===== src/rtl/slc3_mem_ctrl.sv =====
// slc3_mem_ctrl: Req/Ack memory access sequencer for the SLC-3 with programmable SRAM wait states.
// Define SLC3_MMIO_EN to map MMIO_ADDR onto the board switches (read) and hex displays (write).
module slc3_mem_ctrl #(
  parameter int                DATA_W      = 16,
  parameter int                ADDR_W      = 16,
  parameter int                WAIT_STATES = 2,
  parameter int                NUM_HEX     = 4,
  parameter int                SW_W        = 10,
  parameter logic [ADDR_W-1:0] MMIO_ADDR   = '1
) (
  input  logic                 Clk,
  input  logic                 Reset,
  input  logic                 Req,
  input  logic                 Wr,
  input  logic [ADDR_W-1:0]    Addr,
  input  logic [DATA_W-1:0]    Wdata,
  output logic [DATA_W-1:0]    Rdata,
  output logic                 Ack,
  output logic                 Busy,
  output logic [ADDR_W-1:0]    Sram_Addr,
  input  logic [DATA_W-1:0]    Sram_Din,
  output logic [DATA_W-1:0]    Sram_Dout,
  output logic                 OE_n,
  output logic                 WE_n,
  input  logic [SW_W-1:0]      Switches,
  output logic [4*NUM_HEX-1:0] Hex_Data
);

  localparam int         HEX_W    = 4 * NUM_HEX;
  localparam logic [3:0] CNT_LOAD = (WAIT_STATES == 0) ? 4'd0 : 4'(WAIT_STATES - 1);

  typedef enum logic [1:0] {S_IDLE, S_SETUP, S_WAIT, S_DONE} state_t;

  state_t            state, next_state;
  logic [3:0]        wait_cnt;
  logic              wr_q;
  logic              sram_sel;
  logic [DATA_W-1:0] rd_src;
  logic              start;
  logic              finish;

  assign start  = (state == S_IDLE) && Req;
  // DONE always falls back to IDLE, so this is high only on the edge entering DONE
  assign finish = (next_state == S_DONE);
  assign Busy   = (state != S_IDLE);

  always_ff @(posedge Clk or posedge Reset) begin
    if (Reset) state <= S_IDLE;
    else       state <= next_state;
  end

  always_comb begin
    next_state = state;
    case (state)
      S_IDLE:  if (Req) next_state = S_SETUP;
      S_SETUP: next_state = (WAIT_STATES == 0) ? S_DONE : S_WAIT;
      S_WAIT:  if (wait_cnt == 4'd0) next_state = S_DONE;
      S_DONE:  next_state = S_IDLE;
      default: next_state = S_IDLE;
    endcase
  end

  // Strobes are registered so they assert for all of SETUP and WAIT and drop on entering DONE
  always_ff @(posedge Clk or posedge Reset) begin
    if (Reset) begin
      wait_cnt  <= '0;
      wr_q      <= 1'b0;
      Sram_Addr <= '0;
      Sram_Dout <= '0;
      OE_n      <= 1'b1;
      WE_n      <= 1'b1;
      Ack       <= 1'b0;
      Rdata     <= '0;
    end else begin
      Ack <= finish;
      if (start) begin
        wr_q      <= Wr;
        Sram_Addr <= Addr;
        if (Wr) Sram_Dout <= Wdata;
        OE_n      <= Wr | ~sram_sel;
        WE_n      <= ~Wr | ~sram_sel;
        wait_cnt  <= CNT_LOAD;
      end
      if (state == S_WAIT && wait_cnt != 4'd0) wait_cnt <= wait_cnt - 4'd1;
      if (finish) begin
        OE_n <= 1'b1;
        WE_n <= 1'b1;
        if (!wr_q) Rdata <= rd_src;
      end
    end
  end

`ifdef SLC3_MMIO_EN
  localparam int EXT_W = (HEX_W > DATA_W) ? HEX_W : DATA_W;

  logic io_q;

  assign sram_sel = (Addr != MMIO_ADDR);
  assign rd_src   = io_q ? DATA_W'(Switches) : Sram_Din;

  // The I/O write data rides in Sram_Dout; the strobes are simply never asserted for it
  always_ff @(posedge Clk or posedge Reset) begin
    if (Reset) begin
      io_q     <= 1'b0;
      Hex_Data <= '0;
    end else begin
      if (start) io_q <= ~sram_sel;
      if (finish && wr_q && io_q) Hex_Data <= HEX_W'(EXT_W'(Sram_Dout));
    end
  end
`else
  logic unused_io;

  assign sram_sel  = 1'b1;
  assign rd_src    = Sram_Din;
  assign Hex_Data  = '0;
  assign unused_io = ^{Switches, MMIO_ADDR};
`endif

endmodule


===== config.mk =====
export PLATFORM = sky130hd
export DESIGN_NAME = slc3_mem_ctrl
export DESIGN_NICKNAME = d
export VERILOG_FILES = /design/src/rtl/slc3_mem_ctrl.sv
export SDC_FILE = /design/constraint.sdc
export NUM_CORES = 1
export LEC_CHECK = 0
export BUFFER_PORTS_ARGS = -buffer_cell sky130_fd_sc_hd__buf_2
export CORE_ASPECT_RATIO = 1.1
export CORE_MARGIN = 2
export CORE_UTILIZATION = 50
export CTS_BUF_LIST = sky130_fd_sc_hd__clkbuf_2 sky130_fd_sc_hd__clkbuf_4 sky130_fd_sc_hd__clkbuf_8
export CTS_CLUSTER_SIZE = 40
export DETAILED_ROUTE_END_ITERATION = 10
export GPL_TIMING_DRIVEN = 0
export PLACE_DENSITY = 0.88
export SYNTH_ARGS = -nofsm -noshare
export SYNTH_HDL_FRONTEND = slang
export SYNTH_SLANG_ARGS = --single-unit

===== constraint.sdc =====
create_clock -name Clk -period 5 [get_ports Clk]
set_input_delay 1.5 -clock Clk [delete_from_list [all_inputs] [get_ports Clk]]
set_output_delay 1.5 -clock Clk [all_outputs]
set_load 0.05 [all_outputs]

==> impl_metrics.toml, run 1 <==
[outcome]
outcome = "finished clean"

[yosys]
ys_seq_area_share_pct = 58.95
yosys.area.top_type_share_pct = 56.82
ys_types = 24
netlist_area_um2 = 2466
ys_ff_latch = 58
synth_edf_count = 0
ys.warnings.count = 0
yosys-top-cells-area = "dfrtp_1, mux2_2, mux2_4"
synthArstFlopShare_pct = 100.0
netlist_instances = 169
ys.flop_type = "dfrtp_1"
avgSynthCellArea_um2 = 14.59
yosysTopAreaCell = "dfrtp_1"

[clocking]
numCtsBuffers = 9
cts-root-buf = "clkbuf_8"
h-tree-depth = 3
clock_tree.buffer_depth = 2
clk_latency_ns = 0.33
clock-sinks = 58
ctsHoldBuffers = 0
path_clk_slew_ns = 0.06
postCtsSetupBuffers = 0
cts_resized = 0
cts_tree = "done"

[critical_path]
critPathArrivalTime_ns = 1.34
crit_path_end_kind = "output port"
cp.required_ns = 3.50
path_max_fanout = 4
crit_type = "reg -> out"
worst_setup_path_start_kind = "register"

[routing]
wirelength_mm = 4.963
drc = 0
drt-initial-drc-count = 28
vias_per_cell = 4.675
wl_per_cell_um = 13.79
ant_nets = 0
vias = 1683
drt_pass1_iterations = 4

[global_route]
grt_pass1_wl_mm = 8.224
grt_max_degree = 39
grt-ovfl-total = 0
grtUsageTotal_pct = 19.66
antenna_found_initial = 0
grt_pass1_vias = 1790

[final_layout]
area_growth_pct = 34.55
regArea_um2 = 1454
fillers = 352
multi_input_area_um2 = 890.9
antennaDiodeCount = 0
drive_gt1_share_pct = 63.16
nNetsFinal = 366

[job]
drv_cap = 0

[sta]
maxSlewHeadroom_pct = 64.75
tightestPinTransition_ns = 0.5288
fin_crit_sh_pct = 56.79
post-route-min-period_ns = 2.839
hold_viol = 0
slew_viol_final = 0
setup_tns_ns = 0
setup-violations-final = 0
fmax_ghz = 0.3522
rsz0062_at_grt = "no"
finalClockSkew_ns = 0.008205

[floorplan]
rows = 26
die_w_um = 70.96
dieArea_um2 = 5510
core_area_um2 = 4684
io_pins = 130
start_util_pct = 52.64
die_y_um = 77.66

[hold_path]
hold_path_class = "reg -> reg"

[placement]
globalplace.congestion = 0.7583
dp_hpwl_mm = 3.778
io_buffer_count = 103
[synthesized netlist by cell type, drive strengths merged (2+ instances only)]
cell,number
inv,7
o21ai,4
buf,17
dfrtp,56
mux2,49
nand3,6
clkbuf,3
dfstp,2
nand2,8
nor2,2
ha,5
[state kept, by name, indices dropped and copies added, names as in the netlist]
signal	count
Ack	1
OE_n	1
Rdata	16
Sram_Addr	16
Sram_Dout	16
WE_n	1
state	2
wait_cnt	4
wr_q	1
[worst max-delay path, cell delays in order (launching register included)]
cell and delay, ns:
dfrtp_1 0.38, inv_1 0.09, ha_1 0.23, inv_1 0.06, buf_2 0.25
[metrics by stage]
stage	instance area, um^2	hold slack, ns	worst slack, ns	utilization (%)	instances
after floorplan	2522	0.4929	2.075	-	184
after global placement	3108	0.4746	1.380	66.35	343
after detailed placement	3128	0.4794	2.048	66.77	344
after CTS	3318	0.4913	2.135	70.83	360
after global routing	3318	0.5126	2.048	70.83	360
final	3318	0.4901	2.161	70.83	360
[layer usage]
metal	global-route usage (%)	share of wire, %	up-vias
met1	20.14	37	807
li1	-	-	810
met3	5.065	4.9	9
met5	0	0	-
met4	11.32	2.3	0
met2	35.61	56	57
[layout make-up]
type,instances,share of cell area (%)
buffer,20,4.563
clock buffer,14,5.430
clock inverter,2,0.3017
inverter,7,0.7919
multi-input combinational,99,26.85
sequential,58,43.82
tap,56,2.112
timing repair buffer,104,16.14
[layout by cell type, fill, tap and decap left out]
master	n
nand3b_1	1
inv_1	6
nand3_1	6
conb_1	16
or3b_4	1
a211o_2	1
o211ai_1	1
nor2_8	1
clkinv_2	2
nand2_1	8
nor3b_1	1
buf_4	16
clkbuf_4	2
o22a_1	1
ha_1	5
buf_12	2
nand4b_1	1
clkbuf_1	3
dfrtp_1	56
clkbuf_8	12
o21ai_0	4
xnor2_1	1
buf_2	103
mux2_2	39
mux2_4	10
nor2_1	1
dfstp_2	2
nor3_1	1
inv_2	1
[worst paths after layout]
path,startpoint,endpoint,slack (ns),depth (start not counted)
hold / removal,OE_n,OE_n,0.49,2
hold reg to reg,OE_n,OE_n,0.49,2
min in group asynchronous,Reset,Sram_Dout[15],1.18,2
max in group asynchronous,Reset,OE_n,3.20,3
setup / recovery,state[0],Busy,2.16,4
setup reg to reg,wait_cnt[1],Rdata[0],2.83,7
[cells by family after synthesis]
kind of cell / Yosys count / share of synthesized area, %
flops: 58 / 58.95
xor+xnor: 1 / 0.3552
compound gates: 7 / 1.877
fa+ha+maj: 5 / 2.537
buf+inv: 27 / 7.205
simple gates: 21 / 5.023
mux: 49 / 23.90
other cells: 1 / 0.1521
Power of run 1 is left out: the tool's default activity adds up to more than one toggle a clock period on the data nets, which glitch-free logic cannot reach.
==> inputs of run 2 (changes only) <==
--- a/config.mk
+++ b/config.mk
@@ -8,12 +8,12 @@
 export BUFFER_PORTS_ARGS = -buffer_cell sky130_fd_sc_hd__buf_2
 export CORE_ASPECT_RATIO = 1.1
 export CORE_MARGIN = 2
-export CORE_UTILIZATION = 50
+export CORE_UTILIZATION = 46
 export CTS_BUF_LIST = sky130_fd_sc_hd__clkbuf_2 sky130_fd_sc_hd__clkbuf_4 sky130_fd_sc_hd__clkbuf_8
 export CTS_CLUSTER_SIZE = 40
 export DETAILED_ROUTE_END_ITERATION = 10
 export GPL_TIMING_DRIVEN = 0
-export PLACE_DENSITY = 0.88
+export PLACE_DENSITY = 0.81
 export SYNTH_ARGS = -nofsm -noshare
 export SYNTH_HDL_FRONTEND = slang
 export SYNTH_SLANG_ARGS = --single-unit
==> constraint.sdc (replaced) <==
create_clock -name Clk -period 2.9 [get_ports Clk]
set_input_delay 0.87 -clock Clk [delete_from_list [all_inputs] [get_ports Clk]]
set_output_delay 0.87 -clock Clk [all_outputs]
set_load 0.05 [all_outputs]
==> run 2 against run 1 <==
  * Routed wire length is 4.7% higher
  * Cell area grew 1.6%
  * Non-clock buffer count unchanged
  * Register-to-register slack worse by 2.1 ns
  * Sequential share of layout area shrank 0.68 points
  * Sequential cell count unchanged
  * Final cell count grew 4.4%
  * Die area increased by 8.2%
  * Via count up 3.1%
  * Worst setup slack got worse by 1.5 ns
  * Critical path depth unchanged
  * Clock-buffer cell count decreased by 3
==> impl_metrics.toml, run 2 (synthesized netlist as in run 1, its figures left out) <==
[outcome]
outcome = "finished clean"

[global_route]
grt_pass1_vias = 1789
antenna_found_initial = 0
grt_pass1_wl_mm = 8.128
grt-ovfl-total = 0
grtUsageTotal_pct = 18.49
grt_max_degree = 42

[sta]
rsz0062_at_grt = "no"
fin_crit_sh_pct = 75.96
setup-violations-final = 0
whs_ns = 0.4864
tightestPinTransition_ns = 0.5068
fmax_ghz = 0.4540
hold_viol = 0
finalClockSkew_ns = 0.01202
maxSlewHeadroom_pct = 66.22
slew_viol_final = 0
post-route-min-period_ns = 2.203

[hold_path]
hold_path_class = "reg -> reg"
whs_path_depth = 2
hold_start = "OE_n"

[clocking]
cts_tree = "done"
h-tree-depth = 3
clock_tree.buffer_depth = 2
clock-sinks = 58
clk_latency_ns = 0.34
postCtsSetupBuffers = 0
ctsHoldBuffers = 0
cts_resized = 0
path_clk_slew_ns = 0.07
cts-root-buf = "clkbuf_8"
numCtsBuffers = 9

[placement]
numPlacedInstances = 360
globalplace.congestion = 0.7328
io_buffer_count = 103
placed_cell_area_um2 = 3148
dp_hpwl_mm = 3.918

[floorplan]
start_util_pct = 48.34
die_w_um = 73.81
dieArea_um2 = 5963
rows = 27
core_area_um2 = 5101
io_pins = 130
die_y_um = 80.80

[critical_path]
rrSetupSlack_ns = 0.71
path_max_fanout = 4
cp_num_buf_inv = 3
crit_chain = "inv_1 > ha_1 > inv_1 > buf_2"
crit_start = "state[0]"
cp.required_ns = 2.03
crit_family = "buffers and inverters"
crit_path_end_kind = "output port"
reg2regPathDepth = 7
critical_path.most_common_cell = "inv_1"
crit_type = "reg -> out"
slowest_stage = "dfrtp_1"
cp.depth = 4
r2r-start = "wait_cnt[0]"
critPathArrivalTime_ns = 1.33
cpPeakStageDelay_ns = 0.38
worst_setup_path_start_kind = "register"

[final_layout]
area_growth_pct = 36.68
reg.largest.list = "Rdata x16, Sram_Addr x16, Sram_Dout x16"
stdcell_area_um2 = 3371
layout_common_cells = "buf_2, dfrtp_1, mux2_2"
utilization_pct = 66.08
nNetsFinal = 366
antennaDiodeCount = 0
fin_cells = 376
drive_gt1_share_pct = 63.16
final_common_cell = "buf_2"

[routing]
drt-initial-drc-count = 49
vias_per_cell = 4.614
drt_pass1_iterations = 4
ant_nets = 0
wl_per_cell_um = 13.81
wirelength_mm = 5.194
drc = 0
vias = 1735

[job]
drv_cap = 0
==> run 2: tightest hold or removal path: cells and delay by family, from the launching register on <==
| family | cells | cell delay [ns] |
|---|---|---|
| flip-flops | 1 | 0.37 |
| AND/OR/NAND/NOR | 2 | 0.12 |
==> run 2: final timing paths <==
kind,to
worst max-delay path,Busy
worst min-delay path,OE_n
worst max register to register,Rdata[8]
worst min register to register,OE_n
max in group asynchronous,WE_n
min in group asynchronous,Sram_Dout[15]
==> run 2: layer usage <==
| layer | track usage, % | vias up | routed length, um | share of wire (%) |
|---|---|---|---|---|
| li1 | - | 809 | - | - |
| met1 | 20.10 | 851 | 1898 | 37 |
| met2 | 32.59 | 63 | 2879 | 55 |
| met3 | 4.467 | 12 | 277 | 5.3 |
| met4 | 10.36 | 0 | 138 | 2.7 |
| met5 | 0 | - | 0 | 0 |
==> run 2: layout make-up <==
type                            count  area (um^2)
Clock buffer                       11        145.1
Tap cell                           72        90.09
Timing Repair Buffer              104        535.5
Inverter                            7        26.28
Clock inverter                      5        77.57
Fill cell                         407         1730
Sequential cell                    58         1454
Multi-Input combinational cell     99        890.9
Buffer                             20        151.4
==> run 2: stage by stage <==
stage          setup TNS, ns  setup slack (ns)
6_report                   0            0.6971
2_1_floorplan              0            0.6053
5_1_grt                    0            0.6083
4_1_cts                    0            0.6792
3_3_place_gp          -4.698          -0.08794
3_5_place_dp               0            0.5120
Power of run 2 is left out for the same reason.
==> inputs of run 3 (changes only) <==
--- a/config.mk
+++ b/config.mk
@@ -5,15 +5,16 @@
 export SDC_FILE = /design/constraint.sdc
 export NUM_CORES = 1
 export LEC_CHECK = 0
+export ABC_AREA = 1
 export BUFFER_PORTS_ARGS = -buffer_cell sky130_fd_sc_hd__buf_2
 export CORE_ASPECT_RATIO = 1.1
 export CORE_MARGIN = 2
-export CORE_UTILIZATION = 46
+export CORE_UTILIZATION = 42
 export CTS_BUF_LIST = sky130_fd_sc_hd__clkbuf_2 sky130_fd_sc_hd__clkbuf_4 sky130_fd_sc_hd__clkbuf_8
 export CTS_CLUSTER_SIZE = 40
 export DETAILED_ROUTE_END_ITERATION = 10
 export GPL_TIMING_DRIVEN = 0
-export PLACE_DENSITY = 0.81
+export PLACE_DENSITY = 0.78
 export SYNTH_ARGS = -nofsm -noshare
 export SYNTH_HDL_FRONTEND = slang
 export SYNTH_SLANG_ARGS = --single-unit
==> constraint.sdc (replaced) <==
create_clock -name Clk -period 1.8 [get_ports Clk]
set_input_delay 0.54 -clock Clk [delete_from_list [all_inputs] [get_ports Clk]]
set_output_delay 0.54 -clock Clk [all_outputs]
set_load 0.05 [all_outputs]
==> run 3 against run 2 <==
  * Register-to-register slack worse by 0.51 ns
  * Routed wire length rose by 4.8%
  * Global-route usage decreased by 1.2 points
  * Clock-buffer cell count shrank 2
  * Clock skew down 0.0038 ns
  * First-iteration DRC count grew 120%
  * Die area is 12% higher
  * Area after synthesis grew 2.4%
  * Final cell count increased by 20%
  * Synthesized cell count up 42%
  * Utilization decreased by 6.6 points
  * Worst setup slack got worse by 0.63 ns
==> impl_metrics.toml, run 3 <==
[critical_path]
worst_setup_path_start_kind = "register"
cp.required_ns = 1.26
r2r-start = "state[0]"
crit_start = "state[1]"
crit_type = "reg -> out"
crit_path_end_kind = "output port"
path_max_fanout = 2
critPathArrivalTime_ns = 1.19

[placement]
dp_hpwl_mm = 3.940
io_buffer_count = 103
numPlacedInstances = 435
preCtsSetupSlack_ns = 0.08882
globalplace.congestion = 0.7639

[floorplan]
core_area_um2 = 5806
start_util_pct = 43.51
die_w_um = 77.95
dieArea_um2 = 6652
io_pins = 130
rows = 29
die_y_um = 85.34

[sta]
finalClockSkew_ns = 0.008251
setup-violations-final = 0
tightestPinTransition_ns = 0.6438
layout_setup_ws_ns = 0.06515
maxSlewHeadroom_pct = 56.99
slew_viol_final = 0
fin_crit_sh_pct = 96.38
post-route-min-period_ns = 1.735
fmax_ghz = 0.5764
whs_ns = 0.2904
rsz0062_at_grt = "no"
hold_viol = 0
setup_tns_ns = 0

[yosys]
ys_ff_latch = 58
synthArstFlopShare_pct = 100.0
yosys-top-cells-area = "dfrtp_1, nand2_1, buf_4"
synth_edf_count = 0
ys.warnings.count = 0
ys.flop_type = "dfrtp_1"
yosys.area.top_type_share_pct = 55.47
ys_types = 25
synth_most_common_cell = "nand2_1"
netlist_instances = 240
ys_seq_area_share_pct = 57.55
synthTopCellsByCount = "nand2_1, dfrtp_1, buf_4, nand4_1, inv_1"
netlist_area_um2 = 2526
yosysTopAreaCell = "dfrtp_1"
avgSynthCellArea_um2 = 10.53

[final_layout]
fillers = 548
reg.largest.list = "Rdata x16, Sram_Addr x16, Sram_Dout x16"
final_common_cell = "buf_2"
area_growth_pct = 36.60
fin_cells = 452
multi_input_area_um2 = 915.9
drive_gt1_share_pct = 44.80
nNetsFinal = 437
layout_common_cells = "buf_2, nand2_1, dfrtp_1"
antennaDiodeCount = 0
regArea_um2 = 1454

[routing]
vias_per_cell = 4.498
wirelength_mm = 5.444
drc = 0
wl_per_cell_um = 12.04
vias = 2033
drt_pass1_iterations = 4
drt-initial-drc-count = 109
ant_nets = 0

[global_route]
grt-ovfl-total = 0
antenna_found_initial = 0
grt_pass1_vias = 2071
grtUsageTotal_pct = 17.31
grt_pass1_wl_mm = 9.073
grt_max_degree = 59

[hold_path]
hold_path_class = "in -> async"

[clocking]
cts_tree = "done"
clock_tree.buffer_depth = 2
clock-sinks = 58
numCtsBuffers = 9
h-tree-depth = 3
clk_latency_ns = 0.33
path_clk_slew_ns = 0.07
cts-root-buf = "clkbuf_8"

[power]
power_w = 0.008017
power_density_nw_per_um2 = 2323
ir_drop_mv = 1.307
p_leak_nw = 1.953

[outcome]
outcome = "finished clean"

[job]
drv_cap = 0
## run 3: cell families after synthesis
kind of cell	count (synthesis)	synth area share, %
buf+inv	37	8.915
fa+ha+maj	5	2.476
xor+xnor	1	0.3468
mux	16	8.172
compound gates	8	1.783
simple gates	114	20.60
flops	58	57.55
other cells	1	0.1484
## run 3: final timing paths
path	to	slack, ns	cells after the start
worst max-delay path	Busy	0.07	4
worst min-delay path	Sram_Addr[9]	0.29	2
worst max register to register	Rdata[0]	0.20	6
worst min register to register	Sram_Addr[2]	0.48	2
max in group asynchronous	OE_n	0.89	3
min in group Clk	Sram_Addr[9]	0.40	3
## run 3: layout make-up
type                    count  share of cell area [%]
plain buffers              24                   4.967
clock buffers               9                   3.590
clock inverters             7                   2.719
inverters                  13                   1.668
multi-input cells         160                   26.54
flip-flops and latches     58                   42.13
well taps                  77                   2.792
repair buffers            104                   15.59
## run 3: critical path, stage by stage (launching register included)
cell,delay [ns]
dfrtp_1,0.38
inv_1,0.11
ha_4,0.16
inv_1,0.04
buf_4,0.18
## run 3: repair_timing
item	CTS	global route
hold buffers	0	0
setup buffers	0	0
pin swaps	1	0
gates resized for setup	3	1
endpoints found under the setup margin	1	1
## run 3: metal layers
layer  GRT usage (%)  share of wire, %
met3           4.574               7.5
met5               0                 0
met4           8.134               1.7
met1           20.87                43
met2           29.00                48
## run 3: report_power, final
group | switching (W) | internal [W] | leakage [nW]
Clock | 0.000533 | 0.000776 | 0.105
Combinational | 0.00330 | 0.00115 | 1.14
Sequential | 0.000318 | 0.00194 | 0.712
Total | 0.00415 | 0.00386 | 1.95
## run 3: through the flow
step | util (%) | area [um^2]
2_1_floorplan | - | 2586
3_3_place_gp | 55.09 | 3198
3_5_place_dp | 55.09 | 3198
4_1_cts | 59.09 | 3431
5_1_grt | 59.44 | 3451
6_report | 59.44 | 3451
(Power assumes the default switching activity.)
